==> config.mk <==
export PLATFORM = sky130hd
export DESIGN_NAME = sram_arbiter
export DESIGN_NICKNAME = d
export VERILOG_FILES = /design/src/rtl/sram_arbiter.sv
export SDC_FILE = /design/constraint.sdc
export NUM_CORES = 1
export LEC_CHECK = 0
export BUFFER_PORTS_ARGS = -buffer_cell sky130_fd_sc_hd__buf_2
export CAP_MARGIN = 25
export CELL_PAD_IN_SITES_DETAIL_PLACEMENT = 0
export CELL_PAD_IN_SITES_GLOBAL_PLACEMENT = 1
export CORE_MARGIN = 3
export CORE_UTILIZATION = 36
export CTS_CLUSTER_SIZE = 10
export DETAILED_ROUTE_END_ITERATION = 16
export PLACE_DENSITY = 0.92
export SYNTH_ARGS = -nofsm -noshare
export SYNTH_HDL_FRONTEND = slang
export SYNTH_SLANG_ARGS = --single-unit
export TNS_END_PERCENT = 30
==> constraint.sdc <==
create_clock -name clk -period 4.5 [get_ports clk]
set_clock_uncertainty 0.1 [all_clocks]
set_input_delay 0.225 -clock clk [delete_from_list [all_inputs] [get_ports clk]]
set_output_delay 0.225 -clock clk [all_outputs]
set_load 0.02 [all_outputs]
==> src/rtl/sram_arbiter.sv <==
// Arbiter sharing one asynchronous 512Kx8 SRAM between video fetch, CPU and boot loader.
// Video has absolute priority; CPU and loader alternate through a round-robin pointer.
// Each access occupies ACCESS_CYCLES clocks in ACCESS, then one ACK clock that pulses the
// granted port's ack and can immediately grant the next pending requester.
module sram_arbiter #(
  parameter int ACCESS_CYCLES = 2,
  parameter int AW            = 19
) (
  input  logic          clk,
  input  logic          rst,
  input  logic          vid_req,
  input  logic [AW-1:0] vid_addr,
  output logic          vid_ack,
  output logic [7:0]    vid_rdata,
  input  logic          cpu_req,
  input  logic          cpu_we,
  input  logic [AW-1:0] cpu_addr,
  input  logic [7:0]    cpu_wdata,
  output logic          cpu_ack,
  output logic [7:0]    cpu_rdata,
  input  logic          ldr_req,
  input  logic          ldr_we,
  input  logic [AW-1:0] ldr_addr,
  input  logic [7:0]    ldr_wdata,
  output logic          ldr_ack,
  output logic [7:0]    ldr_rdata,
  output logic [AW-1:0] sram_addr,
  output logic [7:0]    sram_dout,
  input  logic [7:0]    sram_din,
  output logic          sram_oe,
  output logic          sram_we_n
);

  typedef enum logic [1:0] {IDLE, ACCESS, ACK} state_t;
  typedef enum logic [1:0] {P_VID, P_CPU, P_LDR} port_t;

  localparam logic [3:0] CNT_LOAD = 4'(ACCESS_CYCLES - 1);

  state_t        state, state_nx;
  port_t         gnt, gnt_nx, grant_port;
  logic [3:0]    cnt, cnt_nx;
  logic          wr, wr_nx;
  logic          rr_cpu;
  logic          avail_vid, avail_cpu, avail_ldr;
  logic          grant_go, grant_we, take;
  logic [AW-1:0] grant_addr;
  logic [7:0]    grant_wdata;
  logic          we_n_nx, oe_nx, rd_done;

  // Pick the next port: video first, then CPU/loader by rr_cpu; the port just acked sits out.
  always_comb begin
    avail_vid   = vid_req && !(state == ACK && gnt == P_VID);
    avail_cpu   = cpu_req && !(state == ACK && gnt == P_CPU);
    avail_ldr   = ldr_req && !(state == ACK && gnt == P_LDR);
    grant_go    = 1'b0;
    grant_port  = P_VID;
    grant_we    = 1'b0;
    grant_addr  = vid_addr;
    grant_wdata = sram_dout;
    if (avail_vid) begin
      grant_go   = 1'b1;
      grant_port = P_VID;
    end else if (avail_cpu && (rr_cpu || !avail_ldr)) begin
      grant_go    = 1'b1;
      grant_port  = P_CPU;
      grant_we    = cpu_we;
      grant_addr  = cpu_addr;
      grant_wdata = cpu_wdata;
    end else if (avail_ldr) begin
      grant_go    = 1'b1;
      grant_port  = P_LDR;
      grant_we    = ldr_we;
      grant_addr  = ldr_addr;
      grant_wdata = ldr_wdata;
    end
  end

  // Next-state logic; strobes are derived from the next state so the pins come straight from flops.
  always_comb begin
    state_nx = state;
    cnt_nx   = cnt;
    gnt_nx   = gnt;
    wr_nx    = wr;
    take     = 1'b0;
    case (state)
      IDLE, ACK: begin
        if (grant_go) begin
          state_nx = ACCESS;
          cnt_nx   = CNT_LOAD;
          gnt_nx   = grant_port;
          wr_nx    = grant_we;
          take     = 1'b1;
        end else begin
          state_nx = IDLE;
        end
      end
      ACCESS: begin
        if (cnt == 4'd0) state_nx = ACK;
        else             cnt_nx   = cnt - 4'd1;
      end
      default: state_nx = IDLE;
    endcase
    // Write strobe releases one cycle before the end of the access so address/data hold past it.
    we_n_nx = !(state_nx == ACCESS && wr_nx && cnt_nx != 4'd0);
    oe_nx   = (state_nx == ACCESS) && wr_nx;
  end

  assign rd_done = (state == ACCESS) && (cnt == 4'd0) && !wr;
  assign vid_ack = (state == ACK) && (gnt == P_VID);
  assign cpu_ack = (state == ACK) && (gnt == P_CPU);
  assign ldr_ack = (state == ACK) && (gnt == P_LDR);

  // Control registers: FSM state, access counter, grant, round-robin pointer, pin strobes.
  always_ff @(posedge clk) begin
    if (rst) begin
      state     <= IDLE;
      cnt       <= 4'd0;
      gnt       <= P_VID;
      wr        <= 1'b0;
      rr_cpu    <= 1'b1;
      sram_we_n <= 1'b1;
      sram_oe   <= 1'b0;
    end else begin
      state     <= state_nx;
      cnt       <= cnt_nx;
      gnt       <= gnt_nx;
      wr        <= wr_nx;
      sram_we_n <= we_n_nx;
      sram_oe   <= oe_nx;
      if (take && grant_port == P_CPU) rr_cpu <= 1'b0;
      if (take && grant_port == P_LDR) rr_cpu <= 1'b1;
    end
  end

  // Datapath registers: latched address/write data and per-port read data.
  always_ff @(posedge clk) begin
    if (rst) begin
      sram_addr <= '0;
      sram_dout <= 8'd0;
      vid_rdata <= 8'd0;
      cpu_rdata <= 8'd0;
      ldr_rdata <= 8'd0;
    end else begin
      if (take) begin
        sram_addr <= grant_addr;
        sram_dout <= grant_wdata;
      end
      if (rd_done) begin
        case (gnt)
          P_VID:   vid_rdata <= sram_din;
          P_CPU:   cpu_rdata <= sram_din;
          default: ldr_rdata <= sram_din;
        endcase
      end
    end
  end

endmodule

==> flow_summary.yaml <==
run_status:
  status: "finished, final reports clean"
floorplan:
  rows: 32
  ios: 144
  die_area_um2: 9321
  start_util_pct: 37.61
  die_w_um: 96.55
  die_h_um: 96.55
  core_area_um2: 7848
sta:
  drv_slew: 0
  tightest_slew_ns: 0.9196
  clock.fmax_mhz: 416.9
  fin_crit_ns: 2.399
  setup_violations: 0
  final_hold_viol_count: 0
  whs_ns: 0.05170
  slew_headroom_pct: 38.36
  rsz0062_at_grt: "no"
  fin_setup_tns_ns: 0
  timing.final.crit_share_pct: 53.30
global_route:
  met3_usage_pct: 5.267
  antenna_found_initial: 0
  use_met1_pct: 22.31
  grt_use_total_pct: 17.26
  grtUsageMet2_pct: 26.55
  grt_pass1_vias: 2683
  grt_max_degree: 46
  grt_remaining_overflow: 0
  gr-max-usage-layer: "met2"
  grt_pass1_wl_um: 12560
critical_path:
  critPathCaptureType: "flip-flop"
  crit_cells: 5
  cp-start-kind: "flip-flop"
  reg2reg_depth: 5
  critPathSlowestCell: "dfxtp_1"
  path_cells: "nand4bb_4 > o21ai_0 > and2_1 > nor2b_4 > a221o_1"
  cp_data_arrival_time_ns: 2.57
  crit_fanout: 19
  crit_buf_inv: 0
  crit_type: "reg2reg"
  worstPathRequired_ns: 4.67
  cpPeakStageDelay_ns: 0.60
  crit_family: "simple AND/OR/NAND/NOR gates"
pwr:
  power.internal_w: 0.001112
  power.leakage_nw: 1.833
  pwr-share-seq_pct: 40.6
  switching_share_pct: 28.30
  comb_power_share_pct: 19.3
  max-vdd-ir-drop_mv: 0.2587
  clkPwrFrac_pct: 40.1
  p_switching_w: 0.0004390
  power_density_nw_per_um2: 395.8
cts:
  cts_root_buf: "clkbuf_8"
  cts_inserted_buffers: 9
  cts_tree: "built"
  cts_resized: 0
  clock-sinks: 63
  post_cts_buffers: 0
  clockBufferDepth: 2
  cts.hold.buffers_added: 0
  cts.clk_slew.worst_paths_ns: 0.08
  clk_latency_ns: 0.33
  htreeDepth: 3
logic_synthesis:
  ys.warnings.count: 0
  synth_fp_nets: 389
  ys_seq_elements: 63
  synth_top_area_share_pct: 42.73
  synthesis.area_um2: 2952
  yosys-top-cells-area: "dfxtp_1 (43%), mux2i_1 (11%), nor2_1 (5.3%)"
  netlist-cell-type-count: 51
  yosys.area.top_type: "dfxtp_1"
  synth-edff-count: 0
  async_flop_share_pct: 0
  postSynthCellCount: 300
  avgSynthCellArea_um2: 9.839
  synth_ff_type: "dfxtp_1"
  ys_seq_area_share_pct: 42.73
cells_and_area:
  final_area_um2: 3919
  fin_nets: 522
  final.fill_count: 783
  num_antenna_cells: 0
  area_growth_syn_to_layout_pct: 32.77
  layout_commonest_cell: "buf_2"
  drive_above_1_share_pct: 39.50
  fin_cells: 540
  layout_common_cells: "buf_2 (143), dfxtp_1 (63), nor2_1 (42)"
  final_util_pct: 49.94
placed_design:
  place_inst: 524
  hpwl_um: 6093
  numPortBuffers: 143
  placed_cell_area_um2: 3666
  gp_congestion: 0.8256
routing:
  wl_um: 8198
  viasPerCell: 5.107
  vias: 2758
  drtPass1Iterations: 4
  antenna_left: 0
  wl_per_cell_um: 15.18
  drt_iter0_drc: 102
  drc: 0
min_path:
  min-delay-path-class: "in2reg"
  min_delay_path_depth: 3
flow_run:
  drv_cap: 0
==> registers in the layout, indices dropped and copies added (netlist names) <==
| name | cells |
|---|---|
| state | 2 |
| sram_addr | 19 |
| sram_dout | 8 |
| vid_rdata | 8 |
| sram_we_n | 1 |
| wr | 1 |
| ldr_rdata | 8 |
| rr_cpu | 1 |
| cnt | 4 |
| cpu_rdata | 8 |
| gnt | 2 |
| sram_oe | 1 |
==> layer usage <==
layer,share of wire [%],vias to the layer above
met5,0,-
met1,45,1261
met3,8.5,6
met2,45,110
li1,-,1381
met4,0.91,0
==> path summary, 6_finish.rpt <==
path | start | endpoint | slack (ns)
setup reg to reg | gnt[1] | sram_addr[15] | 2.10
setup / recovery | gnt[1] | sram_addr[15] | 2.10
hold reg to reg | sram_addr[13] | sram_addr[13] | 0.36
hold / removal | sram_din[2] | vid_rdata[2] | 0.05
==> area by class of cell <==
| type | count | area (um^2) | share of cell area, % |
|---|---|---|---|
| clock buffer | 10 | 137.6 | 3.512 |
| clock inverter | 6 | 115.1 | 2.937 |
| inverter | 10 | 37.54 | 0.9579 |
| multi-input combinational | 205 | 1516 | 38.70 |
| sequential | 63 | 1261 | 32.18 |
| tap | 102 | 127.6 | 3.257 |
| timing repair buffer | 144 | 723.2 | 18.45 |
==> tightest hold or removal path: stages <==
cell     delay (ns)
buf_2          0.10
mux2i_1        0.06
nor2_1         0.07
==> power by group through the flow <==
stage          clock network (W)  registers (W)  logic [W]
2_1_floorplan                  0       0.000677   0.000165
3_5_place_dp                   0       0.000642   0.000301
6_report                0.000622       0.000630   0.000299
4_1_cts                 0.000636       0.000630   0.000302
3_3_place_gp                   0       0.000641   0.000294
5_1_grt                 0.000659       0.000635   0.000330
==> cell families after synthesis <==
logic type | synth area share (%)
AO/OA/AOI/OAI | 23.27
adder cells (fa/ha/maj) | 0.4238
buffers and inverters | 6.061
AND/OR/NAND/NOR | 16.02
XOR/XNOR | 0.2968
flip-flops | 42.73
multiplexers | 11.19
==> cell usage after synthesis (3+ instances only) <==
cell       number
nor2_1         42
buf_6           6
nor2b_1         3
mux2i_1        33
o21ai_0        20
a221o_1         4
a21oi_1         7
clkbuf_1        9
o211ai_1        3
a221oi_1       16
buf_2           5
nand2b_1        3
a211oi_1        8
and2_1          6
inv_1          10
a22o_1          5
nand2_1         5
o2bb2ai_1      15
dfxtp_1        63
==> metrics by stage <==
step	setup WS [ns]	total power, W
2_1_floorplan	2.334	0.0008417
3_3_place_gp	2.201	0.0009352
3_5_place_dp	2.126	0.0009429
4_1_cts	2.119	0.001568
5_1_grt	1.897	0.001624
6_report	2.101	0.001551
(Power assumes the default switching activity.)
